`src/rtl/fetch_pkg.sv`:
```
// Shared types and constants for the RV32 fetch stage.
package fetch_pkg;

    localparam int unsigned XLEN    = 32;
    localparam int unsigned PC_STEP = 4;
    localparam logic [31:0] NOP     = 32'h0000_0013;

    typedef enum logic [1:0] {
        S_REQ  = 2'd0,
        S_WAIT = 2'd1,
        S_DROP = 2'd2
    } fetch_state_e;

    typedef struct packed {
        logic [XLEN-1:0] inst;
        logic [XLEN-1:0] pc;
    } fetch_entry_t;

endpackage

```
`src/rtl/instruction_fetch_if.sv`:
```
// Instruction-memory read port plus the decode-facing valid/ready port of the fetch stage.
interface instruction_fetch_if #(
    parameter int unsigned ADDR_WIDTH = 32,
    parameter int unsigned DATA_WIDTH = 32
) ();

    logic                  o_MemReq;
    logic [ADDR_WIDTH-1:0] o_MemAddr;
    logic                  i_MemReady;
    logic                  i_MemValid;
    logic [DATA_WIDTH-1:0] i_MemData;
    logic                  o_InstValid;
    logic [DATA_WIDTH-1:0] o_Inst;
    logic [ADDR_WIDTH-1:0] o_InstPc;
    logic                  i_InstReady;

    modport master (
        output o_MemReq, o_MemAddr, o_InstValid, o_Inst, o_InstPc,
        input  i_MemReady, i_MemValid, i_MemData, i_InstReady
    );

    modport slave (
        input  o_MemReq, o_MemAddr, o_InstValid, o_Inst, o_InstPc,
        output i_MemReady, i_MemValid, i_MemData, i_InstReady
    );

endinterface

```
`src/rtl/fetch_fifo.sv`:
```
// Synchronous instruction buffer: push/pop/flush, occupancy count, head read from registers.
module fetch_fifo #(
    parameter int unsigned DEPTH = 2,
    parameter type         entry_t = fetch_pkg::fetch_entry_t,
    parameter int unsigned CNT_W = $clog2(DEPTH + 1)
) (
    input  logic             i_Clock,
    input  logic             i_Reset,
    input  logic             i_Push,
    input  entry_t           i_PushData,
    input  logic             i_Pop,
    input  logic             i_Flush,
    output logic [CNT_W-1:0] o_Count,
    output logic             o_Valid,
    output entry_t           o_Head
);

    localparam int unsigned      PTR_W = $clog2(DEPTH);
    localparam logic [CNT_W-1:0] FULL  = CNT_W'(DEPTH);

    entry_t             mem_q [DEPTH];
    logic [PTR_W-1:0]   wr_ptr_q, rd_ptr_q;
    logic [CNT_W-1:0]   count_q;
    logic               push_en, pop_en;

    assign push_en = i_Push & (count_q != FULL) & ~i_Flush;
    assign pop_en  = i_Pop & (count_q != '0) & ~i_Flush;

    always_ff @(posedge i_Clock) begin
        if (push_en) begin
            mem_q[wr_ptr_q] <= i_PushData;
        end
    end

    always_ff @(posedge i_Clock or posedge i_Reset) begin
        if (i_Reset) begin
            wr_ptr_q <= '0;
            rd_ptr_q <= '0;
            count_q  <= '0;
        end else if (i_Flush) begin
            wr_ptr_q <= '0;
            rd_ptr_q <= '0;
            count_q  <= '0;
        end else begin
            if (push_en) wr_ptr_q <= wr_ptr_q + PTR_W'(1);
            if (pop_en)  rd_ptr_q <= rd_ptr_q + PTR_W'(1);
            unique case ({push_en, pop_en})
                2'b10:   count_q <= count_q + CNT_W'(1);
                2'b01:   count_q <= count_q - CNT_W'(1);
                default: count_q <= count_q;
            endcase
        end
    end

    assign o_Count = count_q;
    assign o_Valid = (count_q != '0);
    assign o_Head  = mem_q[rd_ptr_q];

endmodule

```
`src/rtl/instruction_fetch.sv`:
```
// RV32 fetch stage: single-outstanding instruction reads, buffered to decode, drives PC Register writes.
module instruction_fetch
    import fetch_pkg::*;
#(
    parameter int unsigned ADDR_WIDTH = 32,
    parameter int unsigned DATA_WIDTH = 32,
    parameter int unsigned DEPTH      = 2
) (
    input  logic                  i_Clock,
    input  logic                  i_Reset,
    input  logic [ADDR_WIDTH-1:0] i_Pc,
    output logic                  o_PcWrEnable,
    output logic [ADDR_WIDTH-1:0] o_PcNext,
    input  logic                  i_Redirect,
    input  logic [ADDR_WIDTH-1:0] i_RedirectAddr,
    instruction_fetch_if.master   bus
);

    localparam int unsigned           CNT_W      = $clog2(DEPTH + 1);
    localparam logic [CNT_W-1:0]      FULL       = CNT_W'(DEPTH);
    localparam logic [ADDR_WIDTH-1:0] ALIGN_MASK = ~ADDR_WIDTH'(3);

    typedef struct packed {
        logic [DATA_WIDTH-1:0] inst;
        logic [ADDR_WIDTH-1:0] pc;
    } entry_t;

    fetch_state_e          state_q, state_d;
    logic [ADDR_WIDTH-1:0] req_pc_q;
    logic                  redirect, accept, push, pop;
    logic [CNT_W-1:0]      fifo_count;
    logic                  fifo_valid;
    entry_t                fifo_head, push_data;

    // Outputs must sit at reset values while reset is held, so gate the pulse here.
    assign redirect  = i_Redirect & ~i_Reset;
    assign push_data = '{inst: bus.i_MemData, pc: req_pc_q};

    always_ff @(posedge i_Clock or posedge i_Reset) begin
        if (i_Reset) begin
            state_q  <= S_REQ;
            req_pc_q <= '0;
        end else begin
            state_q <= state_d;
            if (accept) req_pc_q <= i_Pc;
        end
    end

    always_comb begin
        state_d = state_q;
        unique case (state_q)
            S_REQ: begin
                if (accept) state_d = S_WAIT;
            end
            S_WAIT: begin
                if (bus.i_MemValid) state_d = S_REQ;
                else if (redirect)  state_d = S_DROP;
            end
            S_DROP: begin
                if (bus.i_MemValid) state_d = S_REQ;
            end
            default: state_d = S_REQ;
        endcase
    end

    always_comb begin
        bus.o_MemReq = ~i_Reset & (state_q == S_REQ) & (fifo_count < FULL) & ~redirect;
        bus.o_MemAddr = i_Pc & ALIGN_MASK;
        accept       = bus.o_MemReq & bus.i_MemReady;
        o_PcWrEnable = accept | redirect;
        o_PcNext     = redirect ? (i_RedirectAddr & ALIGN_MASK) : (i_Pc + ADDR_WIDTH'(PC_STEP));

        // A response landing with a redirect is stale, never buffered.
        push = (state_q == S_WAIT) & bus.i_MemValid & ~redirect & ~i_Reset;

        bus.o_InstValid = fifo_valid & ~redirect & ~i_Reset;
        pop             = bus.o_InstValid & bus.i_InstReady;
        bus.o_Inst      = bus.o_InstValid ? fifo_head.inst : DATA_WIDTH'(NOP);
        bus.o_InstPc    = bus.o_InstValid ? fifo_head.pc : '0;
    end

    fetch_fifo #(
        .DEPTH   (DEPTH),
        .entry_t (entry_t),
        .CNT_W   (CNT_W)
    ) u_fifo (
        .i_Clock    (i_Clock),
        .i_Reset    (i_Reset),
        .i_Push     (push),
        .i_PushData (push_data),
        .i_Pop      (pop),
        .i_Flush    (redirect),
        .o_Count    (fifo_count),
        .o_Valid    (fifo_valid),
        .o_Head     (fifo_head)
    );

endmodule

```
`src/flat_wrapper.sv`:
```
// flat-port wrapper written by rule: the top's interface ports become plain ports
module instruction_fetch_flat import fetch_pkg::*;
#(
    parameter int unsigned ADDR_WIDTH = 32,
    parameter int unsigned DATA_WIDTH = 32,
    parameter int unsigned DEPTH      = 2
)
  (i_Clock, i_Reset, i_Pc, o_PcWrEnable, o_PcNext, i_Redirect, i_RedirectAddr, bus_o_MemReq, bus_o_MemAddr, bus_o_InstValid, bus_o_Inst, bus_o_InstPc, bus_i_MemReady, bus_i_MemValid, bus_i_MemData, bus_i_InstReady);
  instruction_fetch_if #(.ADDR_WIDTH(ADDR_WIDTH), .DATA_WIDTH(DATA_WIDTH)) bus_i ();
  input  logic i_Clock;
  input  logic i_Reset;
  input  logic [ADDR_WIDTH-1:0] i_Pc;
  output logic o_PcWrEnable;
  output logic [ADDR_WIDTH-1:0] o_PcNext;
  input  logic i_Redirect;
  input  logic [ADDR_WIDTH-1:0] i_RedirectAddr;
  output wire logic [$bits(bus_i.o_MemReq)-1:0] bus_o_MemReq;
  output wire logic [$bits(bus_i.o_MemAddr)-1:0] bus_o_MemAddr;
  output wire logic [$bits(bus_i.o_InstValid)-1:0] bus_o_InstValid;
  output wire logic [$bits(bus_i.o_Inst)-1:0] bus_o_Inst;
  output wire logic [$bits(bus_i.o_InstPc)-1:0] bus_o_InstPc;
  input wire logic [$bits(bus_i.i_MemReady)-1:0] bus_i_MemReady;
  input wire logic [$bits(bus_i.i_MemValid)-1:0] bus_i_MemValid;
  input wire logic [$bits(bus_i.i_MemData)-1:0] bus_i_MemData;
  input wire logic [$bits(bus_i.i_InstReady)-1:0] bus_i_InstReady;
  assign bus_o_MemReq = bus_i.o_MemReq;
  assign bus_o_MemAddr = bus_i.o_MemAddr;
  assign bus_o_InstValid = bus_i.o_InstValid;
  assign bus_o_Inst = bus_i.o_Inst;
  assign bus_o_InstPc = bus_i.o_InstPc;
  assign bus_i.i_MemReady = bus_i_MemReady;
  assign bus_i.i_MemValid = bus_i_MemValid;
  assign bus_i.i_MemData = bus_i_MemData;
  assign bus_i.i_InstReady = bus_i_InstReady;
  instruction_fetch #(.ADDR_WIDTH(ADDR_WIDTH), .DATA_WIDTH(DATA_WIDTH), .DEPTH(DEPTH)) u_core (.i_Clock(i_Clock), .i_Reset(i_Reset), .i_Pc(i_Pc), .o_PcWrEnable(o_PcWrEnable), .o_PcNext(o_PcNext), .i_Redirect(i_Redirect), .i_RedirectAddr(i_RedirectAddr), .bus(bus_i));
endmodule
```
`config.mk`:
```
export PLATFORM = sky130hd
export DESIGN_NAME = instruction_fetch_flat
export DESIGN_NICKNAME = d
export VERILOG_FILES = /design/src/rtl/fetch_pkg.sv /design/src/rtl/instruction_fetch_if.sv /design/src/rtl/fetch_fifo.sv /design/src/rtl/instruction_fetch.sv /design/src/flat_wrapper.sv
export SDC_FILE = /design/constraint.sdc
export NUM_CORES = 1
export LEC_CHECK = 0
export BUFFER_PORTS_ARGS = -buffer_cell sky130_fd_sc_hd__buf_2
export CAP_MARGIN = 40
export CORE_ASPECT_RATIO = 1.4
export CORE_MARGIN = 1
export CORE_UTILIZATION = 40
export CTS_CLUSTER_SIZE = 28
export DETAILED_ROUTE_END_ITERATION = 12
export PLACE_DENSITY = 0.72
export SLEW_MARGIN = 5
export SYNTH_ARGS = -nofsm -noshare
export SYNTH_HDL_FRONTEND = slang
export SYNTH_SLANG_ARGS = --single-unit
```
`constraint.sdc`:
```
create_clock -name i_Clock -period 6.1 [get_ports i_Clock]
set_clock_uncertainty 0.05 [all_clocks]
set_input_delay 1.525 -clock i_Clock [delete_from_list [all_inputs] [get_ports i_Clock]]
set_output_delay 1.525 -clock i_Clock [all_outputs]
set_load 0.01 [all_outputs]
```
## After elaboration in Yosys (flattened, before gate mapping)

Memory sizes are Yosys's and may differ from the RTL's.
Index checks and enable logic that the tools add are counted.
W data, S select, Z words.

| storage, ports and cells | value |
|---|---|
| bits in registers | 38 |
| bits in latches | 0 |
| memory bits (writable) | 128 |
| memory bits (read-only) | 0 |
| input bits | 102 |
| output and inout bits | 131 |
| logic and storage cells | 60 |
| memories | 1 |

| cells by class | value |
|---|---|
| add/subtract/negate cells | 5 |
| multiply operators | 0 |
| div/mod/pow operators | 0 |
| order comparisons | 1 |
| equality and inequality tests | 8 |
| shift-type cells | 0 |
| mux-type cells | 16 |
| bitwise logic cells | 18 |
| reductions and logical operators | 6 |

Memories:

| memory | depth | width | read ports | clocked after memory_dff | write ports | line | text |
|---|---|---|---|---|---|---|---|
| u_core.u_fifo.mem_q | 2 | 64 | 1 | 0 | 1 | fetch_fifo.sv:21 | `entry_t mem_q [DEPTH];` |

Operators with widths:

| cell | number |
|---|---|
| $mux W32 | 3 |
| $add A32 B3 Y32 const B | 1 |
| $and A1 B1 Y1 | 15 |
| $mux W2 | 5 |
| $mux W1 | 6 |
| $pmux W2 S3 | 1 |
| $reduce_bool A2 Y1 | 3 |
| $eq A2 B1 Y1 const B | 2 |
| $eq A2 B2 Y1 const B | 2 |
| $ne A2 B2 Y1 const B | 2 |
| $pmux W2 S2 | 1 |
| $ne A3 B2 Y1 const B | 1 |
| $reduce_and A3 Y1 | 1 |
| $reduce_bool A3 Y1 | 1 |
| $add A1 B1 Y1 const B | 2 |
| $add A2 B1 Y2 const B | 1 |
| $logic_not A2 Y1 | 1 |
| $lt A2 B2 Y1 const B | 1 |
| $ne A2 B1 Y1 const B | 1 |
| $not A1 Y1 | 2 |
| $sub A2 B1 Y2 const B | 1 |
| $or A1 B1 Y1 | 1 |

## Longest topological paths before layout

| depth | value |
|---|---|
| depth after elaboration | 11 |
| mapped depth | 8 |
| mapped depth without buffers | 8 |

## Modules after synthesis

Synthesis repeated with hierarchy kept, for this count alone.

| second synthesis, totals | value |
|---|---|
| cells, all modules | 589 |
| area total of the unflattened synthesis | 7820.0 um^2 |

Modules (own cells, without submodules):

| module | times used | cells an instance | area each (um^2) | seq. area each (um^2) |
|---|---|---|---|---|
| fetch_fifo | 1 | 226 | 4870.9 | 3943.8 |
| instruction_fetch | 1 | 363 | 2949.1 | 850.8 |

## Worst setup path after synthesis

No wires, ideal clock.

| timing | value |
|---|---|
| path kind | input to register |
| start | input port i_Redirect |
| end | memory u_core.u_fifo.mem_q[0][0] in the netlist's numbering (enable) |
| setup time | 0.487 ns |
| arrival time | 4.596 ns |
| data required time | 5.563 ns |
| slack | 0.967 ns |
| cell stages on the path | 3 |
| path buffers | 0 |
| cell sequence | nor2_1 o2111ai_1 nor2_1 |

| between the ends | value |
|---|---|
| longest elaborated chain between the ends | 8 |

Ends and longest elaborated chain:

| element | line | text |
|---|---|---|
| start: declaration | flat_wrapper.sv:15 | `input logic i_Redirect;` |
| $and A1 B1 Y1 * | instruction_fetch.sv:36 | `assign redirect = i_Redirect & ~i_Reset;` |
| $not A1 Y1 * | fetch_fifo.sv:26, instruction_fetch.sv:74 |  |
| $and A1 B1 Y1 (2 in a row) | instruction_fetch.sv:74 | `push = (state_q == S_WAIT) & bus.i_MemValid & ~redirect & ~i_Reset;` |
| $and A1 B1 Y1 | fetch_fifo.sv:26 | `assign push_en = i_Push & (count_q != FULL) & ~i_Flush;` |
| $and A1 B1 Y1 * | fetch_fifo.sv:26 |  |
| $mux W1 * | fetch_fifo.sv:30 | `if (push_en) begin` |
| $mux W1 (not written as such) * | fetch_fifo.sv:31 | `mem_q[wr_ptr_q] <= i_PushData;` |
| end: declaration | fetch_fifo.sv:21 |  |

Every way passes the cells marked *; elsewhere a longest branch is shown, timed or not.

## Worst setup path after layout

| timing | value |
|---|---|
| start | input port i_Pc[2] |
| end | output port o_PcNext[25] |

| between the ends | value |
|---|---|
| longest elaborated chain between the ends | 2 |

Ends and longest elaborated chain:

| element | line | text |
|---|---|---|
| start: declaration | flat_wrapper.sv:12 | `input logic [ADDR_WIDTH-1:0] i_Pc;` |
| $add A32 B3 Y32 | instruction_fetch.sv:71 | `o_PcNext = redirect ? (i_RedirectAddr & ALIGN_MASK) : (i_Pc + ADDR_WIDTH'(PC_STEP));` |
| $mux W32 | instruction_fetch.sv:71 |  |
| end: declaration | flat_wrapper.sv:14 | `output logic [ADDR_WIDTH-1:0] o_PcNext;` |

No other way between the ends.

==> results.yml <==
layout:
  area_delta_synth_final_pct: 24.9
  final_util_pct: 51.4
  multiInputGateArea_um2: 2300
  diodes: 0
  n_fill_cell: 1595
  seqCellArea_um2: 4800
  final_nets: 869
  fin_area_um2: 9300
  instances_no_fill: 1018
  drive_above_1_share_pct: 40.2
die:
  rows: 58
  io_pins: 233
  chipHeight_um: 163
  die_w_um: 117
  core_area_um2: 18100
  design.die.area_um2: 19200
  start_util_pct: 41.2
logic_synthesis:
  netlist-cell-type-count: 36
  netlist_instances: 566
  ys_top_cells_by_count: "edfxtp_1 (128), nor2_1 (81), mux2i_1 (65), dfrtp_1 (38), nand2_1 (36)"
  ys_warn_count: 0
  post-synth-top-area-cell: "edfxtp_1"
  synth_seq_cells: 166
  syn_avg_cell_area_um2: 13.1
  yosys-top-cells-area: "edfxtp_1 (52%), dfrtp_1 (13%), mux2i_1 (8.7%)"
  synth_edf_count: 128
  yosys.area.top_type_share_pct: 51.7
  synthFlopType: "edfxtp_1"
  yosysMostFrequentCell: "edfxtp_1"
  syn_area_um2: 7440
  synthArstFlopShare_pct: 22.9
  synth_seq_area_share_pct: 64.4
routing:
  postRouteAntennaNets: 0
  drc: 0
  dr.pass1.iters: 4
  finalWirelength_mm: 16.1
  drt-vias-per-instance: 4.95
  dr.first_iter.drc_count: 238
  routedWlPerCell_um: 15.8
  vias: 5041
timing:
  slew_headroom_pct: 47.5
  fmax_mhz: 196
  drv_slew: 0
  hold_violations: 0
  worstMarginPinSlew_ns: 0.785
  setup_violations: 0
  rsz0062_at_grt: "false"
  fin_crit_sh_pct: 83.7
  fin_setup_tns_ns: 0
  period_needed_ns: 5.10
clocking:
  clock_sinks: 166
  root_buffer: "clkbuf_16"
  cts_tree: "done"
  postCtsSetupRepairBufs: 0
  clock_path_buffers: 2
  cts_buffers: 17
  clk_pin_slew_worst_paths_ns: 0.07
  cts-resized-gates: 0
  cts_hold_buf: 0
  insertion_delay_ns: 0.42
  htreeDepth: 4
status:
  status: "completed"
critical_path:
  crit_fanout: 15
  worstPathArrival_ns: 3.53
  cp_cell_sequence: "buf_2, nand4_1, or4_4, or4_1, a31oi_1, buf_2"
  path_class: "primary input to output port"
  cp_slowest_stage_delay_ns: 0.72
  crit_top_cell: "buf_2"
  startpoint_type: "primary input"
  cp-end-kind: "output port"
  cp_slowest_cell: "or4_4"
  worst_ep_required_time_ns: 4.53
grt:
  antenna_found_initial: 0
  gr-total-overflow: 0
  busiest_layer: "met2"
  met2_usage_pct: 31.4
  use_met1_pct: 18.9
  grt_pass1_vias: 4830
  met3_usage_pct: 3.53
  grt.total_usage_pct: 17.1
  grt_pass1_wl_mm: 24.2
  grt_max_degree: 53
placed_design:
  io_buffer_count: 228
  place_area_um2: 8690
  dpl.hpwl_mm: 11.0
  gp_congestion: 0.770
  placed_cells: 986
power:
  cellLeakagePower_nw: 3.62
  power.density_nw_per_um2: 288
  totalPowerFinal_mw: 2.67
  irDropWorstVdd_v: 0.000158
run:
  max-cap-violations: 0
min_path:
  worstHoldPathType: "flip-flop to flip-flop"
## cell families after synthesis
group	share of synthesized area, %
xor+xnor	2.00
simple gates	10.6
mux	13.6
other cells	0.0504
fa+ha+maj	0.336
flops	64.4
buf+inv	5.06
compound gates	3.87
## worst paths after layout
check                                    startpoint                   endpoint  slack [ns]  depth (start not counted)
min in group asynchronous                   i_Reset        u_core.req_pc_q[17]        1.21                          3
min reg2reg                      u_core.req_pc_q[9]  u_core.u_fifo.mem_q[1][9]        0.42                          0
max in group asynchronous                   i_Reset     u_core.u_fifo.rd_ptr_q        4.36                          3
min                              u_core.req_pc_q[9]  u_core.u_fifo.mem_q[1][9]        0.42                          0
max                                         i_Pc[2]               o_PcNext[25]         1.0                          6
max reg2reg                u_core.u_fifo.o_Count[0]   u_core.u_fifo.o_Count[1]        3.08                          7
## registers in the layout, indices dropped and copies added, names as in the netlist
name                    flops
u_core.u_fifo.rd_ptr_q      1
u_core.u_fifo.o_Count       2
u_core.u_fifo.wr_ptr_q      1
u_core.req_pc_q            32
u_core.state_q              2
u_core.u_fifo.mem_q       128
## placed cells by master (no fill, tap or decap), types with 13 or more instances in the layout
master / count
edfxtp_1: 128
mux2i_1: 65
nor2_1: 79
mux2_2: 32
buf_2: 228
nand2_1: 35
clkbuf_16: 17
dfrtp_1: 37
o21ai_0: 23
a31oi_1: 13
## area by class of cell
cell class	count	share of cell area, %
clock inverter	15	1.91
multi-input combinational	335	24.8
tap	240	3.23
timing repair buffer	238	13.6
clock buffer	17	4.58
inverter	7	0.283
sequential	166	51.6
## report_power, final
group	internal [mW]	switching, mW
logic	0.129	0.133
registers	1.31	0.0483
clock network	0.587	0.471
total	2.02	0.651
## through the flow
stage / setup WS [ns] / hold WS (ns)
after floorplan: 0.967 / 0.387
after global routing: 0.901 / 0.422
after CTS: 0.980 / 0.417
after global placement: 0.974 / 0.391
final: 0.996 / 0.417
after detailed placement: 0.989 / 0.401
## worst max-delay path: cells and delay by family
kind,cells,cell delay (ns)
compound gates,1,0.17
simple gates,3,1.49
buf+inv,2,0.33
## layer usage
layer | vias to the layer above | routed length (µm) | part of all wire [%]
met5 | - | 0 | 0
met4 | 0 | 233 | 1.5
met3 | 14 | 725 | 4.5
met2 | 153 | 8720 | 54
met1 | 2440 | 6390 | 40
li1 | 2434 | - | -
No activity file was read; power rests on OpenSTA's default activity.
